## src/rtl/df_load.sv

```systemverilog
// Write-side frame loader: stores an 8-word frame into the neuron RAM and holds it until released.
// Optional partial-frame idle abort is built only when DF_LOAD_TIMEOUT_EN is defined.
module df_load #(
    parameter int DW     = 16,
    parameter int TO_CYC = 64
) (
    input  logic          clk,
    input  logic          reset,
    input  logic [DW-1:0] in_data,
    input  logic          in_valid,
    output logic          in_ready,
    output logic          wr_en,
    output logic [2:0]    wr_addr,
    output logic [DW-1:0] wr_data,
    output logic          frame_rdy,
    input  logic          frame_done,
    output logic          err_abort
);

    typedef enum logic [1:0] {FILL, LAST, FULL} state_t;

    if (TO_CYC < 1 || TO_CYC > 255) begin : g_bad_to_cyc
        $error("df_load: TO_CYC must be in 1..255");
    end

    state_t        state, state_nxt;
    logic [2:0]    cnt, cnt_nxt;
    logic          in_ready_nxt, wr_en_nxt, frame_rdy_nxt, err_abort_nxt;
    logic [2:0]    wr_addr_nxt;
    logic [DW-1:0] wr_data_nxt;
    logic          accept;

`ifdef DF_LOAD_TIMEOUT_EN
    localparam logic [7:0] IDLE_LAST = 8'(TO_CYC - 1);
    logic [7:0] idle_cnt, idle_nxt;
`endif

    assign accept = in_valid & in_ready;

    always_comb begin
        state_nxt     = state;
        cnt_nxt       = cnt;
        in_ready_nxt  = in_ready;
        wr_en_nxt     = 1'b0;
        wr_addr_nxt   = wr_addr;
        wr_data_nxt   = wr_data;
        frame_rdy_nxt = frame_rdy;
        err_abort_nxt = 1'b0;
`ifdef DF_LOAD_TIMEOUT_EN
        idle_nxt      = 8'd0;
`endif
        case (state)
            FILL: begin
                if (accept) begin
                    wr_en_nxt   = 1'b1;
                    wr_addr_nxt = cnt;
                    wr_data_nxt = in_data;
                    cnt_nxt     = cnt + 3'd1;
                    if (cnt == 3'd7) begin
                        state_nxt    = LAST;
                        in_ready_nxt = 1'b0;
                    end
                end
`ifdef DF_LOAD_TIMEOUT_EN
                // The abort fires on the edge that closes the TO_CYC-th idle cycle.
                else if (cnt != 3'd0) begin
                    if (idle_cnt == IDLE_LAST) begin
                        cnt_nxt       = 3'd0;
                        err_abort_nxt = 1'b1;
                    end else begin
                        idle_nxt = idle_cnt + 8'd1;
                    end
                end
`endif
            end
            LAST: begin
                state_nxt     = FULL;
                cnt_nxt       = 3'd0;
                frame_rdy_nxt = 1'b1;
            end
            FULL: begin
                if (frame_done) begin
                    state_nxt     = FILL;
                    cnt_nxt       = 3'd0;
                    frame_rdy_nxt = 1'b0;
                    in_ready_nxt  = 1'b1;
                end
            end
            default: begin
                state_nxt = FILL;
            end
        endcase
    end

    always_ff @(posedge clk or negedge reset) begin
        if (!reset) begin
            state     <= FILL;
            cnt       <= 3'd0;
            in_ready  <= 1'b1;
            wr_en     <= 1'b0;
            wr_addr   <= 3'd0;
            wr_data   <= '0;
            frame_rdy <= 1'b0;
            err_abort <= 1'b0;
`ifdef DF_LOAD_TIMEOUT_EN
            idle_cnt  <= 8'd0;
`endif
        end else begin
            state     <= state_nxt;
            cnt       <= cnt_nxt;
            in_ready  <= in_ready_nxt;
            wr_en     <= wr_en_nxt;
            wr_addr   <= wr_addr_nxt;
            wr_data   <= wr_data_nxt;
            frame_rdy <= frame_rdy_nxt;
            err_abort <= err_abort_nxt;
`ifdef DF_LOAD_TIMEOUT_EN
            idle_cnt  <= idle_nxt;
`endif
        end
    end

endmodule

```

## config.mk

```make
export PLATFORM = sky130hd
export DESIGN_NAME = df_load
export DESIGN_NICKNAME = d
export VERILOG_FILES = /design/src/rtl/df_load.sv
export SDC_FILE = /design/constraint.sdc
export NUM_CORES = 1
export LEC_CHECK = 0
export ABC_AREA = 1
export BUFFER_PORTS_ARGS = -buffer_cell sky130_fd_sc_hd__buf_2
export CORE_UTILIZATION = 48
export DETAILED_ROUTE_END_ITERATION = 10
export PLACE_DENSITY_LB_ADDON = 0.12
export SETUP_SLACK_MARGIN = 0.2
export SYNTH_ARGS = -nofsm -noshare
export SYNTH_HDL_FRONTEND = slang
export SYNTH_SLANG_ARGS = --single-unit
```

## constraint.sdc

```tcl
create_clock -name clk -period 1.75 [get_ports clk]
set_input_delay 0.2625 -clock clk [delete_from_list [all_inputs] [get_ports clk]]
set_output_delay 0.2625 -clock clk [all_outputs]
set_load 0.005 [all_outputs]
```

Word-level counts from Yosys, hierarchy flattened
Index checks and enable logic that the tools add are counted.
W data, S select, Z words.
- register bits after elaboration: 27
- logic and storage cells: 39
- eq/ne operators: 6
- mux-type cells: 15
- add/sub/neg operators: 1
- bitwise operators: 1
- reductions and logical operators: 9
- operators by type and width (operator ; number):
    $pmux W3 S3 ; 1
    $mux W1 ; 6
    $mux W2 ; 3
    $mux W3 ; 2
    $ne A2 B2 Y1 const B ; 3
    $pmux W2 S3 ; 1
    $reduce_and A3 Y1 ; 2
    $pmux W1 S2 ; 2
    $reduce_and A2 Y1 ; 2
    $reduce_and A4 Y1 ; 1
    $reduce_bool A2 Y1 ; 2
    $add A3 B1 Y3 const B ; 1
    $eq A3 B3 Y1 const B ; 1
    $reduce_bool A3 Y1 ; 1
    $eq A2 B1 Y1 const B ; 1
    $eq A2 B2 Y1 const B ; 1
    $logic_not A2 Y1 ; 1
    $and A1 B1 Y1 ; 1

Depth between registers and ports, before layout
- word-level depth: 4
- mapped depth: 8

Worst setup path before layout
OpenSTA, ideal clock, no wires.
- path type: register -> register
- start: register state[0]
- end: register wr_addr[0]
- path slack: 0.502 ns
- stages on the path, launching flop included: 8
- data required time: 1.633 ns
- library setup time: 0.117 ns
- data arrival time: 1.131 ns
- cells stage by stage: dfrtp_1 inv_1 ha_1 nand3_2 buf_6 buf_8 nand2_1 nand2_1
- word-level cells in the longest chain between the ends: 2
- ends and longest elaborated chain (item ; line ; source):
    from (decl) ; 26 ; state_t state, state_nxt;
    from (signal assigned) ; 109 ; state <= state_nxt;
    $logic_not A2 Y1 ; 52 ; case (state)
    $reduce_and A2 Y1 (no source line) ; - ;
    to (signal assigned) ; 113 ; wr_addr <= wr_addr_nxt;
    to (decl) ; 13 ; output logic [2:0] wr_addr,
No other way between the ends.
A chain may end at the register's enable or synchronous reset.

Worst setup path after layout
- start: register state[0]
- end: register wr_data[4]
- word-level cells in the longest chain between the ends: 2
- ends and longest elaborated chain (item ; line ; source):
    $logic_not A2 Y1 ; 52 ;
    $reduce_and A2 Y1 (no source line) ; - ;
    to (signal assigned) ; 114 ; wr_data <= wr_data_nxt;
    to (decl) ; 14 ; output logic [DW-1:0] wr_data,
No other way between the ends.

==> impl_metrics.json <==
{
  "fin_hold_ws_ns": 0.1236,
  "num_antenna_cells": 0,
  "outcome": "finished, final reports clean",
  "max_clock_freq_ghz": 0.7318,
  "cp.required_ns": 2.00,
  "critical_path_class": "reg2reg",
  "initial_utilization_pct": 53.21,
  "multi_input_combinational_cell_area_um2": 459.2,
  "power.share.switching_pct": 20.96,
  "timing.critical_path.arrival_ns": 1.62,
  "worst_path_dominant_cell_family": "flip-flops",
  "grt_pass1_wl_mm": 3.808,
  "max-cap-violations": 0,
  "min_path_type": "in2reg",
  "grt_usage_pct": 19.25,
  "cp_max_fo": 20,
  "clock_latency_of_the_later_clocked_register_in_the_worst_skew_pair_ns": 0.32,
  "antenna_left": 0,
  "via_count": 1013,
  "instances_no_fill": 213,
  "die_width_um": 52.47,
  "placedInstanceArea_um2": 1429,
  "rows": 17,
  "rsz0062_at_grt": "false",
  "power.share.sequential_pct": 68.0,
  "ys_types": 15,
  "timing.final.hold_violations": 0,
  "grt_start_max_net_pins": 28,
  "synth-seq-cells": 27,
  "drt_first_iter_violations": 14,
  "tightestPinTransition_ns": 0.5805,
  "layout_common_cells": "sky130_fd_sc_hd__nand2_1 (76), sky130_fd_sc_hd__buf_2 (41), sky130_fd_sc_hd__dfrtp_1 (26)",
  "grt_pass1_vias": 923,
  "yosysSeqAreaShare_pct": 55.37,
  "routed_wirelength_mm": 2.295,
  "setup_violators_final": 0,
  "dieHeight_um": 52.47,
  "crit_slowest_cell": "sky130_fd_sc_hd__dfrtp_1",
  "setup_total_negative_slack_ns": 0,
  "syn_inst": 142,
  "htreeDepth": 1,
  "tritoncts.num_buffers": 3,
  "finalWeightedCongestion": 0.8229,
  "crit_path_cell_trace": "inv_1 > ha_1 > nand3_2 > inv_1 > buf_4 > nand2_1 > nand2_1",
  "antenna_found_initial": 0,
  "cts_root_buf": "sky130_fd_sc_hd__clkbuf_4",
  "finish.net_count": 212,
  "post_route_cells_drive_above_1_share_pct": 27.57,
  "most_common_library_cell_in_the_layout_ignoring_fill_and_taps": "sky130_fd_sc_hd__nand2_1",
  "drt-wirelength-per-cell_um": 10.77,
  "drcViolationCount": 0,
  "crit_path_start_kind": "flop",
  "fin_area_um2": 1466,
  "overflow": 0,
  "switchingPower_mw": 0.1925,
  "top_level_ports": 43,
  "crit_path_buf_inv_count": 3,
  "placedCellCount": 208,
  "nets_in_the_synthesized_netlist": 168,
  "power_leakage_nw": 0.9353,
  "clockPowerShare_pct": 28.2,
  "viasPerCell": 4.756,
  "synth.yosys.warnings": 0,
  "synth.avg_cell_area_um2": 8.609,
  "fin_skew_ns": 0.01810,
  "finalMaxSlewViolations": 0,
  "cts_tree": "built",
  "cts.clk_slew.worst_paths_ns": 0.15,
  "slowest_delay_ns": 0.42,
  "place.detailed.hpwl_mm": 1.705,
  "design.core.area_um2": 2297,
  "cell_internal_pwr_mw": 0.7259,
  "count_of_port_buffers_added_during_placement": 41,
  "pwr_per_cell_area_nw_per_um2": 626.3,
  "final_period_minus_worst_setup_slack_ns": 1.366,
  "worst_ir_drop_vdd_uv": 461.3,
  "synth.cell_area_um2": 1222,
  "detail_route.first_pass.iterations": 4,
  "clock_sink_count": 27,
  "areaGrowthSynthToFinish_pct": 19.96,
  "slew-limit-headroom_pct": 61.30,
  "count_of_filler_cells_inserted_in_the_layout": 207,
  "ff_latch_area_um2": 676.9,
  "clockBufferDepth": 2,
  "final.period_utilization_pct": 78.08,
  "comb_power_share_pct": 3.9,
  "critPathCaptureType": "flop",
  "die-area_um2": 2753
}
-- layout make-up --
| class | count | area share, % |
|---|---|---|
| clock buffers | 3 | 1.536 |
| flip-flops and latches | 27 | 46.16 |
| repair buffers | 44 | 15.70 |
| clock inverters | 1 | 0.3413 |
| well taps | 28 | 2.389 |
| multi-input cells | 100 | 31.31 |
| inverters | 10 | 2.560 |
-- metrics by stage --
stage	worst slack [ns]	total power, mW	utilization (%)
5_1_grt	0.2710	0.9715	63.83
4_1_cts	0.3794	0.9312	63.83
2_1_floorplan	0.5019	0.6390	-
6_report	0.3836	0.9185	63.83
3_5_place_dp	0.4078	0.6708	62.20
3_3_place_gp	0.4761	0.6698	62.20
-- power by group through the flow --
stage	Combinational [mW]	Sequential, mW	Clock (mW)
6_report	0.0356	0.624	0.259
4_1_cts	0.0370	0.624	0.270
3_5_place_dp	0.0350	0.636	0
2_1_floorplan	0.00313	0.636	0
3_3_place_gp	0.0340	0.636	0
5_1_grt	0.0422	0.624	0.305
-- synthesized netlist by cell type --
cell type	n	area [um2]
sky130_fd_sc_hd__nor2_1	4	15.01
sky130_fd_sc_hd__nand3_1	3	15.01
sky130_fd_sc_hd__inv_1	10	37.54
sky130_fd_sc_hd__dfrtp_1	26	650.6
sky130_fd_sc_hd__ha_1	6	75.07
sky130_fd_sc_hd__nand2_2	2	12.51
sky130_fd_sc_hd__nand2_1	76	285.3
sky130_fd_sc_hd__dfstp_2	1	26.28
sky130_fd_sc_hd__buf_6	1	11.26
sky130_fd_sc_hd__nand3_2	1	10.01
sky130_fd_sc_hd__conb_1	1	3.750
sky130_fd_sc_hd__o21ai_0	1	5.000
sky130_fd_sc_hd__buf_4	3	22.52
sky130_fd_sc_hd__nand4_1	6	37.54
sky130_fd_sc_hd__buf_8	1	15.01
-- what timing repair did --
item,CTS,global route
endpoints found under the hold margin,26,0
hold buffers,1,0
resized for setup,0,0
setup buffers,0,0
-- tightest hold or removal path, delay by kind of cell --
kind	cells	cell delay, ns
buffers and inverters	1	0.07
AND/OR/NAND/NOR	2	0.09
-- worst paths after layout --
kind / slack (ns) / endpoint / cells after the start / from
max: 0.38 / wr_data[4] / 7 / state[0]
min: 0.12 / wr_data[1] / 3 / in_data[1]
max reg2reg: 0.38 / wr_data[4] / 7 / state[0]
min reg2reg: 0.49 / wr_data[9] / 2 / wr_data[9]
max in group asynchronous: 0.90 / in_ready / 2 / reset
min in group asynchronous: 0.45 / wr_data[1] / 2 / reset
-- routing by layer --
layer | wire (um) | track usage, %
met1 | 1060 | 24.62
met2 | 1105 | 32.28
met3 | 112 | 2.899
met4 | 17 | 7.895
met5 | 0 | 0
-- registers in the layout, summed over array words and instances (netlist names) --
| signal | flops |
|---|---|
| frame_rdy | 1 |
| cnt | 3 |
| wr_en | 1 |
| wr_data | 16 |
| wr_addr | 3 |
| state | 2 |
| in_ready | 1 |
-- cell families after synthesis --
family                   after synthesis  synth area share (%)
AO/OA/AOI/OAI                          1                0.4090
buffers and inverters                 15                 7.062
adder cells (fa/ha/maj)                6                 6.141
other                                  1                0.3068
flip-flops                            27                 55.37
AND/OR/NAND/NOR                       92                 30.71
No activity file was read; power rests on OpenSTA's default activity.
